## src/rtl/toggle_seq.sv

```systemverilog
// toggle_seq: alternates out_vec between vec_a and vec_b, one-shot or continuous.
// Optional inter-pulse gap phase with vec_gap under `TOGGLE_SEQ_GAP_EN.
module toggle_seq #(
  parameter int VEC_W = 5,
  parameter int CNT_W = 12,
  parameter int DLY_W = 4
) (
  input  logic             clk,
  input  logic             reset,
  input  logic             enable,
  input  logic             locked,
  input  logic             mode,
  input  logic [CNT_W-1:0] cnt_upto,
  input  logic [DLY_W-1:0] setup_cyc,
  input  logic [DLY_W-1:0] hold_cyc,
`ifdef TOGGLE_SEQ_GAP_EN
  input  logic [DLY_W-1:0] gap_cyc,
  input  logic [VEC_W-1:0] vec_gap,
`endif
  input  logic [VEC_W-1:0] vec_a,
  input  logic [VEC_W-1:0] vec_b,
  output logic [VEC_W-1:0] out_vec,
  output logic             done,
  output logic             busy,
  output logic [CNT_W-1:0] pulse_cnt,
`ifdef TOGGLE_SEQ_GAP_EN
  output logic [2:0]       state
`else
  output logic [1:0]       state
`endif
);

`ifdef TOGGLE_SEQ_GAP_EN
  typedef enum logic [2:0] {
    ST_IDLE   = 3'b000,
    ST_PH_A   = 3'b001,
    ST_PH_B   = 3'b010,
    ST_DONE   = 3'b011,
    ST_PH_GAP = 3'b100
  } state_t;
`else
  typedef enum logic [1:0] {
    ST_IDLE = 2'b00,
    ST_PH_A = 2'b01,
    ST_PH_B = 2'b10,
    ST_DONE = 2'b11
  } state_t;
`endif

  localparam logic [DLY_W-1:0] DLY_ONE = {{(DLY_W-1){1'b0}}, 1'b1};
  localparam logic [CNT_W-1:0] CNT_ONE = {{(CNT_W-1){1'b0}}, 1'b1};

  state_t           r_state;
  logic             r_sel;
  logic             r_done;
  logic             r_busy;
  logic [CNT_W-1:0] r_cnt;
  logic [DLY_W-1:0] r_dly;
  logic             r_mode_l;
  logic [CNT_W-1:0] r_cnt_l;
  logic [DLY_W-1:0] r_setup_l;
  logic [DLY_W-1:0] r_hold_l;

  state_t           w_nxt_state;
  logic             w_nxt_sel;
  logic             w_nxt_done;
  logic [CNT_W-1:0] w_nxt_cnt;
  logic [DLY_W-1:0] w_nxt_dly;
  logic             w_latch;
  logic             w_nxt_busy;
  logic [DLY_W-1:0] w_setup_len;
  logic [DLY_W-1:0] w_hold_len;

`ifdef TOGGLE_SEQ_GAP_EN
  logic             r_gap;
  logic [DLY_W-1:0] r_gap_l;
  logic             w_nxt_gap;
  logic [DLY_W-1:0] w_gap_len;
  assign w_gap_len = (gap_cyc == '0) ? DLY_ONE : gap_cyc;
`endif

  // Zero-length phases are stretched to one cycle at capture time.
  assign w_setup_len = (setup_cyc == '0) ? DLY_ONE : setup_cyc;
  assign w_hold_len  = (hold_cyc == '0) ? DLY_ONE : hold_cyc;

  always_comb begin
    w_nxt_state = r_state;
    w_nxt_sel   = r_sel;
    w_nxt_done  = r_done;
    w_nxt_cnt   = r_cnt;
    w_nxt_dly   = r_dly;
    w_latch     = 1'b0;
`ifdef TOGGLE_SEQ_GAP_EN
    w_nxt_gap   = r_gap;
`endif
    case (r_state)
      ST_IDLE: begin
        w_nxt_sel  = 1'b0;
        w_nxt_done = 1'b0;
        w_nxt_cnt  = '0;
        w_nxt_dly  = '0;
        if (enable && locked) begin
          w_latch = 1'b1;
          if (!mode && cnt_upto == '0) begin
            w_nxt_state = ST_DONE;
            w_nxt_done  = 1'b1;
          end else begin
            w_nxt_state = ST_PH_A;
          end
        end
      end
      ST_PH_A: begin
        if (!enable) begin
          w_nxt_state = ST_IDLE;
          w_nxt_sel   = 1'b0;
          w_nxt_done  = 1'b0;
          w_nxt_cnt   = '0;
          w_nxt_dly   = '0;
        end else if (r_dly == r_setup_l - DLY_ONE) begin
          w_nxt_state = ST_PH_B;
          w_nxt_sel   = 1'b1;
          w_nxt_cnt   = r_cnt + CNT_ONE;
          w_nxt_dly   = '0;
        end else begin
          w_nxt_dly = r_dly + DLY_ONE;
        end
      end
      ST_PH_B: begin
        if (!enable) begin
          w_nxt_state = ST_IDLE;
          w_nxt_sel   = 1'b0;
          w_nxt_done  = 1'b0;
          w_nxt_cnt   = '0;
          w_nxt_dly   = '0;
        end else if (r_dly == r_hold_l - DLY_ONE) begin
          w_nxt_sel = 1'b0;
          w_nxt_dly = '0;
          if (!r_mode_l && r_cnt == r_cnt_l) begin
            w_nxt_state = ST_DONE;
            w_nxt_done  = 1'b1;
          end else begin
`ifdef TOGGLE_SEQ_GAP_EN
            w_nxt_state = ST_PH_GAP;
            w_nxt_gap   = 1'b1;
`else
            w_nxt_state = ST_PH_A;
`endif
          end
        end else begin
          w_nxt_dly = r_dly + DLY_ONE;
        end
      end
`ifdef TOGGLE_SEQ_GAP_EN
      ST_PH_GAP: begin
        if (!enable) begin
          w_nxt_state = ST_IDLE;
          w_nxt_sel   = 1'b0;
          w_nxt_done  = 1'b0;
          w_nxt_cnt   = '0;
          w_nxt_dly   = '0;
          w_nxt_gap   = 1'b0;
        end else if (r_dly == r_gap_l - DLY_ONE) begin
          w_nxt_state = ST_PH_A;
          w_nxt_gap   = 1'b0;
          w_nxt_dly   = '0;
        end else begin
          w_nxt_dly = r_dly + DLY_ONE;
        end
      end
`endif
      ST_DONE: begin
        w_nxt_sel  = 1'b0;
        w_nxt_done = 1'b1;
        if (!enable) begin
          w_nxt_state = ST_IDLE;
          w_nxt_done  = 1'b0;
          w_nxt_cnt   = '0;
          w_nxt_dly   = '0;
        end
      end
      default: begin
        w_nxt_state = ST_IDLE;
        w_nxt_sel   = 1'b0;
        w_nxt_done  = 1'b0;
        w_nxt_cnt   = '0;
        w_nxt_dly   = '0;
`ifdef TOGGLE_SEQ_GAP_EN
        w_nxt_gap   = 1'b0;
`endif
      end
    endcase
  end

`ifdef TOGGLE_SEQ_GAP_EN
  assign w_nxt_busy = (w_nxt_state == ST_PH_A) ||
                      (w_nxt_state == ST_PH_B) ||
                      (w_nxt_state == ST_PH_GAP);
`else
  assign w_nxt_busy = (w_nxt_state == ST_PH_A) ||
                      (w_nxt_state == ST_PH_B);
`endif

  always_ff @(posedge clk or posedge reset) begin
    if (reset) begin
      r_state <= ST_IDLE;
      r_sel   <= 1'b0;
      r_done  <= 1'b0;
      r_busy  <= 1'b0;
      r_cnt   <= '0;
      r_dly   <= '0;
    end else begin
      r_state <= w_nxt_state;
      r_sel   <= w_nxt_sel;
      r_done  <= w_nxt_done;
      r_busy  <= w_nxt_busy;
      r_cnt   <= w_nxt_cnt;
      r_dly   <= w_nxt_dly;
    end
  end

  // Run parameters are frozen on the IDLE exit edge.
  always_ff @(posedge clk or posedge reset) begin
    if (reset) begin
      r_mode_l  <= 1'b0;
      r_cnt_l   <= '0;
      r_setup_l <= DLY_ONE;
      r_hold_l  <= DLY_ONE;
    end else if (w_latch) begin
      r_mode_l  <= mode;
      r_cnt_l   <= cnt_upto;
      r_setup_l <= w_setup_len;
      r_hold_l  <= w_hold_len;
    end
  end

`ifdef TOGGLE_SEQ_GAP_EN
  always_ff @(posedge clk or posedge reset) begin
    if (reset) begin
      r_gap   <= 1'b0;
      r_gap_l <= DLY_ONE;
    end else begin
      r_gap <= w_nxt_gap;
      if (w_latch) begin
        r_gap_l <= w_gap_len;
      end
    end
  end

  assign out_vec = r_gap ? vec_gap : (r_sel ? vec_b : vec_a);
`else
  assign out_vec = r_sel ? vec_b : vec_a;
`endif

  assign done      = r_done;
  assign busy      = r_busy;
  assign pulse_cnt = r_cnt;
  assign state     = r_state;

endmodule

```

## config.mk

```make
export PLATFORM = sky130hd
export DESIGN_NAME = toggle_seq
export DESIGN_NICKNAME = d
export VERILOG_FILES = /design/src/rtl/toggle_seq.sv
export SDC_FILE = /design/constraint.sdc
export NUM_CORES = 1
export LEC_CHECK = 0
export CORE_MARGIN = 5
export CORE_UTILIZATION = 54
export CTS_CLUSTER_DIAMETER = 150
export CTS_CLUSTER_SIZE = 16
export DETAILED_ROUTE_END_ITERATION = 10
export GPL_TIMING_DRIVEN = 0
export PLACE_DENSITY_LB_ADDON = 0.25
export SLEW_MARGIN = 30
export SYNTH_ARGS = -nofsm -noshare
export SYNTH_HDL_FRONTEND = slang
export SYNTH_SLANG_ARGS = --single-unit
```

## constraint.sdc

```tcl
create_clock -name clk -period 6.6 [get_ports clk]
set_input_delay 1.32 -clock clk [delete_from_list [all_inputs] [get_ports clk]]
set_output_delay 1.32 -clock clk [all_outputs]
set_load 0.1 [all_outputs]
```

==> results of run 1 <==
==> registers in the layout, summed over array words and instances (netlist names) <==
| signal | flops |
|---|---|
| state | 2 |
| pulse_cnt | 12 |
| r_setup_l | 4 |
| done | 1 |
| r_hold_l | 4 |
| r_dly | 4 |
| r_mode_l | 1 |
| r_sel | 1 |
| busy | 1 |
| r_cnt_l | 12 |
==> path summary, 6_finish.rpt <==
| check | to | depth (start not counted) | slack [ps] |
|---|---|---|---|
| worst max-delay path | out_vec[4] | 3 | 2240 |
| worst min-delay path | r_setup_l[0]$_DFFE_PP1P_ | 2 | 520 |
| worst max register to register | pulse_cnt[10]$_DFFE_PP0P_ | 10 | 4110 |
| worst min register to register | r_setup_l[0]$_DFFE_PP1P_ | 2 | 520 |
| max in group asynchronous | r_cnt_l[7]$_DFFE_PP0P_ | 3 | 4850 |
| min in group asynchronous | r_dly[3]$_DFFE_PP0P_ | 2 | 1300 |
==> kinds of logic after synthesis <==
logic type / Yosys count / synth area share (%)
muxes: 27 / 12.4
AOI/OAI and AO/OA: 36 / 8.93
xor gates and xnor gates: 24 / 9.86
and+or+nand+nor: 76 / 16.8
buffers and inverters: 19 / 3.30
DFF: 42 / 43.5
adders and majority gates: 10 / 5.16
==> synthesized netlist by cell type (5+ instances only) <==
cell,instances
mux2_2,25
nor2_1,6
nand2_1,17
xnor2_1,13
or3_1,5
inv_1,11
ha_1,10
or4_1,7
nand3_1,14
clkbuf_1,6
dfrtp_1,40
o21ai_0,10
a21oi_1,12
nor3_1,10
xor2_1,9
==> where the power goes <==
part,switching (mW),internal (mW)
sequential,0.0677,0.343
clock,0.0870,0.0845
combinational,0.324,0.239
==> per-stage QoR <==
step	hold WS (ps)	util (%)	power (mW)	worst slack, ps
after floorplan	481	-	0.842	3490
after global placement	501	69.8	0.958	2250
after detailed placement	509	70.3	0.976	2230
after CTS	521	72.4	1.15	2230
after global routing	551	72.4	1.22	2190
final	518	72.4	1.14	2240
==> tightest hold or removal path, stage by stage, from the launching register on <==
cell and delay, ps:
dfstp_2 380, inv_1 70, a21oi_1 60
==> final cells by class <==
type / instances / area (µm²) / share of cell area, %
buffer: 8 / 38.8 / 1.23
clock buffer: 7 / 86.3 / 2.74
clock inverter: 1 / 5.00 / 0.159
inverter: 11 / 41.3 / 1.31
multi-input combinational: 173 / 1290 / 40.9
sequential: 42 / 1050 / 33.4
tap: 52 / 65.1 / 2.07
timing repair buffer: 56 / 571 / 18.1
==> routing by layer <==
layer,vias up,wire length (µm),global-route usage (%)
met3,5,367,4.45
li1,968,-,-
met4,0,42,4.12
met5,-,0,0
met1,962,2640,27.8
met2,69,2520,30.1
==> results.toml, run 1 <==
[setup_path]
crit_top_cell = "clkdlybuf4s50_1"
cp-startpoint = "vec_b[4]"
cp_slowest_stage_delay_ps = 1120
arrival_ps = 3040
cp.required_ps = 5280
critPathLaunchType = "input pin"
cpMaxStageDelayCell = "clkdlybuf4s50_1"
r2r-start = "r_setup_l[0]$_DFFE_PP1P_"
crit_buf_inv = 2
crit_fanout = 1
critPathCaptureType = "output pin"
worstSetupPathType = "input pin to output pin"
path_delay_family = "buffers and inverters"
worstPathCellList = "clkdlybuf4s50_1 -> mux2_2 -> clkdlybuf4s50_1"

[global_routing]
grt_usage_pct = 19.4
antenna_found_initial = 0
grt_pass1_vias = 1924
grt_start_max_net_pins = 29
grt_overflow_total = 0
grt_pass1_wl_um = 9400

[cells_and_area]
num_antenna_cells = 0
final_net_count = 342
nFillCells = 335
final_cell_mix = "clkdlybuf4s50_1, dfrtp_1, mux2_2"
stdcell_area_mm2 = 0.00315
drive_gt1_share_pct = 14.1
final_common_cell = "clkdlybuf4s50_1"
stdcell_count = 350
areaGrowthSynthToFinish_pct = 30.0

[synth]
synth_ff_type = "dfrtp_1"
synth_edf_count = 0
synth_area_leader_cell = "dfrtp_1"
synth.avg_cell_area_um2 = 10.4
seq_area_frac_synth_pct = 43.5
synth_seq_cells = 42
yosysUniqueCellTypes = 37
syn_inst = 234
async_reset_ff_share_pct = 100
synth_top_area_share_pct = 41.3
synth_area_leaders = "dfrtp_1, mux2_2, ha_1"
synth_nets = 279
synth_area_mm2 = 0.00242
synth-warning-count = 0

[cts]
cts_sinks = 42
ctsHtreeMaxLevel = 2
numCtsBuffers = 5
cts_tree = "done"
clk_root_buffer_cell = "clkbuf_8"
cts_resized = 0
hold_buffers = 0
clkTransAtPathRegs_ps = 70
insertion_delay_ps = 290
cts_buffer_depth = 2
cts_setup_buffers = 0

[power]
p_per_area_mw_per_mm2 = 363
peakVddDrop_uv = 257
cellLeakagePower_nw = 1.32

[floorplanning]
start_util_pct = 55.7
die_y_um = 77.0
die_area_mm2 = 0.00593
row_count = 24
num_io_pins = 56
die_width_um = 77.0
fp.coreArea_mm2 = 0.00435

[sta]
skew_ps = 6.37
rsz0062_at_grt = "no"
setup_viol = 0
fmax_mhz = 229
post-route-period-util_pct = 66.1
maxSlewHeadroom_pct = 34.2
hold_viol_final = 0
fin_setup_tns_ps = 0
slew_viol_final = 0
worstMarginPinSlew_ps = 984
min_period_ps = 4360

[route]
wl_um = 5570
drc_errors = 0
ant_nets = 0
wire_per_inst_um = 15.9
vias = 2004
drt_first_pass_iters = 4
drt_iter0_drc = 132
drt-vias-per-instance = 5.73

[hold_path]
hold_class = "flip-flop to flip-flop"
holdCritStartpoint = "r_setup_l[0]$_DFFE_PP1P_"

[place]
gp_congestion = 0.896
place_inst = 342
io_buffers = 55
placed_cell_area_mm2 = 0.00306
dpl.hpwl_um = 4290

[job]
maxCapViolCount = 0

[outcome]
status = "completed"
No activity file was read; power rests on OpenSTA's default activity.
==> run 2, diff against run 1 <==
Settings changed: CORE_UTILIZATION 54 to 45.
Clock period 6.6 ns to 3.65 ns, I/O delays scaled along.
==> results.toml, run 2 (same netlist as run 1, synthesis figures left out) <==
[cts]
ctsHtreeMaxLevel = 2
hold_buffers = 0
cts_buffer_depth = 2
numCtsBuffers = 5
cts_sinks = 42
cts_setup_buffers = 0
cts_resized = 0
clkTransAtPathRegs_ps = 80
insertion_delay_ps = 300
clk_root_buffer_cell = "clkbuf_8"
cts_tree = "done"

[global_routing]
grtUsageMet3_pct = 4.26
busiest_layer = "met2"
grt_start_max_net_pins = 30
use_met2_pct = 26.8
grt_pass1_vias = 1934
grt_pass1_wl_um = 9490
antenna_found_initial = 0
grt_usage_pct = 16.9
grt_overflow_total = 0
met1_usage_pct = 22.7

[setup_path]
critPathLaunchType = "input pin"
rr_endpoint = "pulse_cnt[10]$_DFFE_PP0P_"
r2r_setup_slack_ps = 1140
cp.required_ps = 2920
crit_fanout = 1
arrival_ps = 2460
r2r-start = "r_setup_l[0]$_DFFE_PP1P_"
critPathCaptureType = "output pin"
worstSetupPathType = "input pin to output pin"
r2r_cells = 10

[floorplanning]
die_y_um = 83.4
die_area_mm2 = 0.00695
die_width_um = 83.4
num_io_pins = 56
fp.coreArea_mm2 = 0.00517
row_count = 26
start_util_pct = 46.9

[cells_and_area]
final_net_count = 342
num_antenna_cells = 0
final_cell_mix = "clkdlybuf4s50_1, dfrtp_1, mux2_2"
drive_gt1_share_pct = 14.1
nFillCells = 442
areaGrowthSynthToFinish_pct = 31.8
final_common_cell = "clkdlybuf4s50_1"
stdcell_area_mm2 = 0.00319

[sta]
setup_viol = 0
maxSlewHeadroom_pct = 34.1
fmax_mhz = 314
post-route-period-util_pct = 87.4
slew_viol_final = 0
skew_ps = 7.86
hold_viol_final = 0
rsz0062_at_grt = "no"
worstMarginPinSlew_ps = 986
min_period_ps = 3190
fin_setup_tns_ps = 0

[hold_path]
worstHoldEndpoint = "r_setup_l[0]$_DFFE_PP1P_"
hold_class = "flip-flop to flip-flop"
holdCritStartpoint = "r_setup_l[0]$_DFFE_PP1P_"
hold_depth = 2

[place]
gp_congestion = 0.870
dpl.hpwl_um = 4420
io_buffers = 55
placed_cell_area_mm2 = 0.00308

[route]
wire_per_inst_um = 15.6
drt_first_pass_iters = 4
wl_um = 5730
drt_iter0_drc = 146
vias = 2004
ant_nets = 0
drt-vias-per-instance = 5.46
drc_errors = 0

[power]
peakVddDrop_uv = 336
cellLeakagePower_nw = 1.33
finalPower_mw = 2.14
p_per_area_mw_per_mm2 = 671

[job]
maxCapViolCount = 0

[outcome]
status = "completed"
==> run 2: area by class of cell <==
type | count | area, µm² | area share (%)
clock inverters | 1 | 30.0 | 0.940
clock buffers | 6 | 82.6 | 2.59
flip-flops and latches | 42 | 1050 | 33.0
inverters | 11 | 41.3 | 1.29
well taps | 70 | 87.6 | 2.74
plain buffers | 8 | 38.8 | 1.21
multi-input cells | 173 | 1290 | 40.4
repair buffers | 56 | 571 | 17.9
==> run 2: critical path, cell delays in order <==
cell and delay (ps):
clkdlybuf4s50_1 460, mux2_2 150, clkdlybuf4s50_1 1120
==> run 2: per-stage QoR <==
| stage | worst slack, ps | instances | utilization (%) | hold slack, ps |
|---|---|---|---|---|
| 2_1_floorplan | 859 | 234 | - | 481 |
| 3_3_place_gp | 465 | 359 | 59.2 | 498 |
| 3_5_place_dp | 454 | 360 | 59.6 | 505 |
| 4_1_cts | 451 | 367 | 61.8 | 517 |
| 5_1_grt | 418 | 367 | 61.8 | 553 |
| 6_report | 461 | 367 | 61.8 | 512 |
==> run 2: metal layers <==
metal	part of all wire, %	wire length [µm]
met5	0	0
met4	0.75	43
met3	5.4	308
met2	46	2620
met1	48	2760
==> run 2: where the power goes <==
part / switching, mW / internal, mW / leakage, nW
Clock: 0.156 / 0.219 / 0.0573
Sequential: 0.124 / 0.619 / 0.534
Combinational: 0.593 / 0.432 / 0.738
Total: 0.873 / 1.27 / 1.33
==> run 2: worst max-delay path by stage <==
stage,from,to
floorplan,state[0]$_DFF_PP0_,pulse_cnt[10]$_DFFE_PP0P_
detailed placement,vec_a[0],out_vec[0]
global route,vec_b[0],out_vec[0]
finish,vec_b[0],out_vec[0]
global placement,vec_b[3],out_vec[3]
CTS,vec_b[0],out_vec[0]
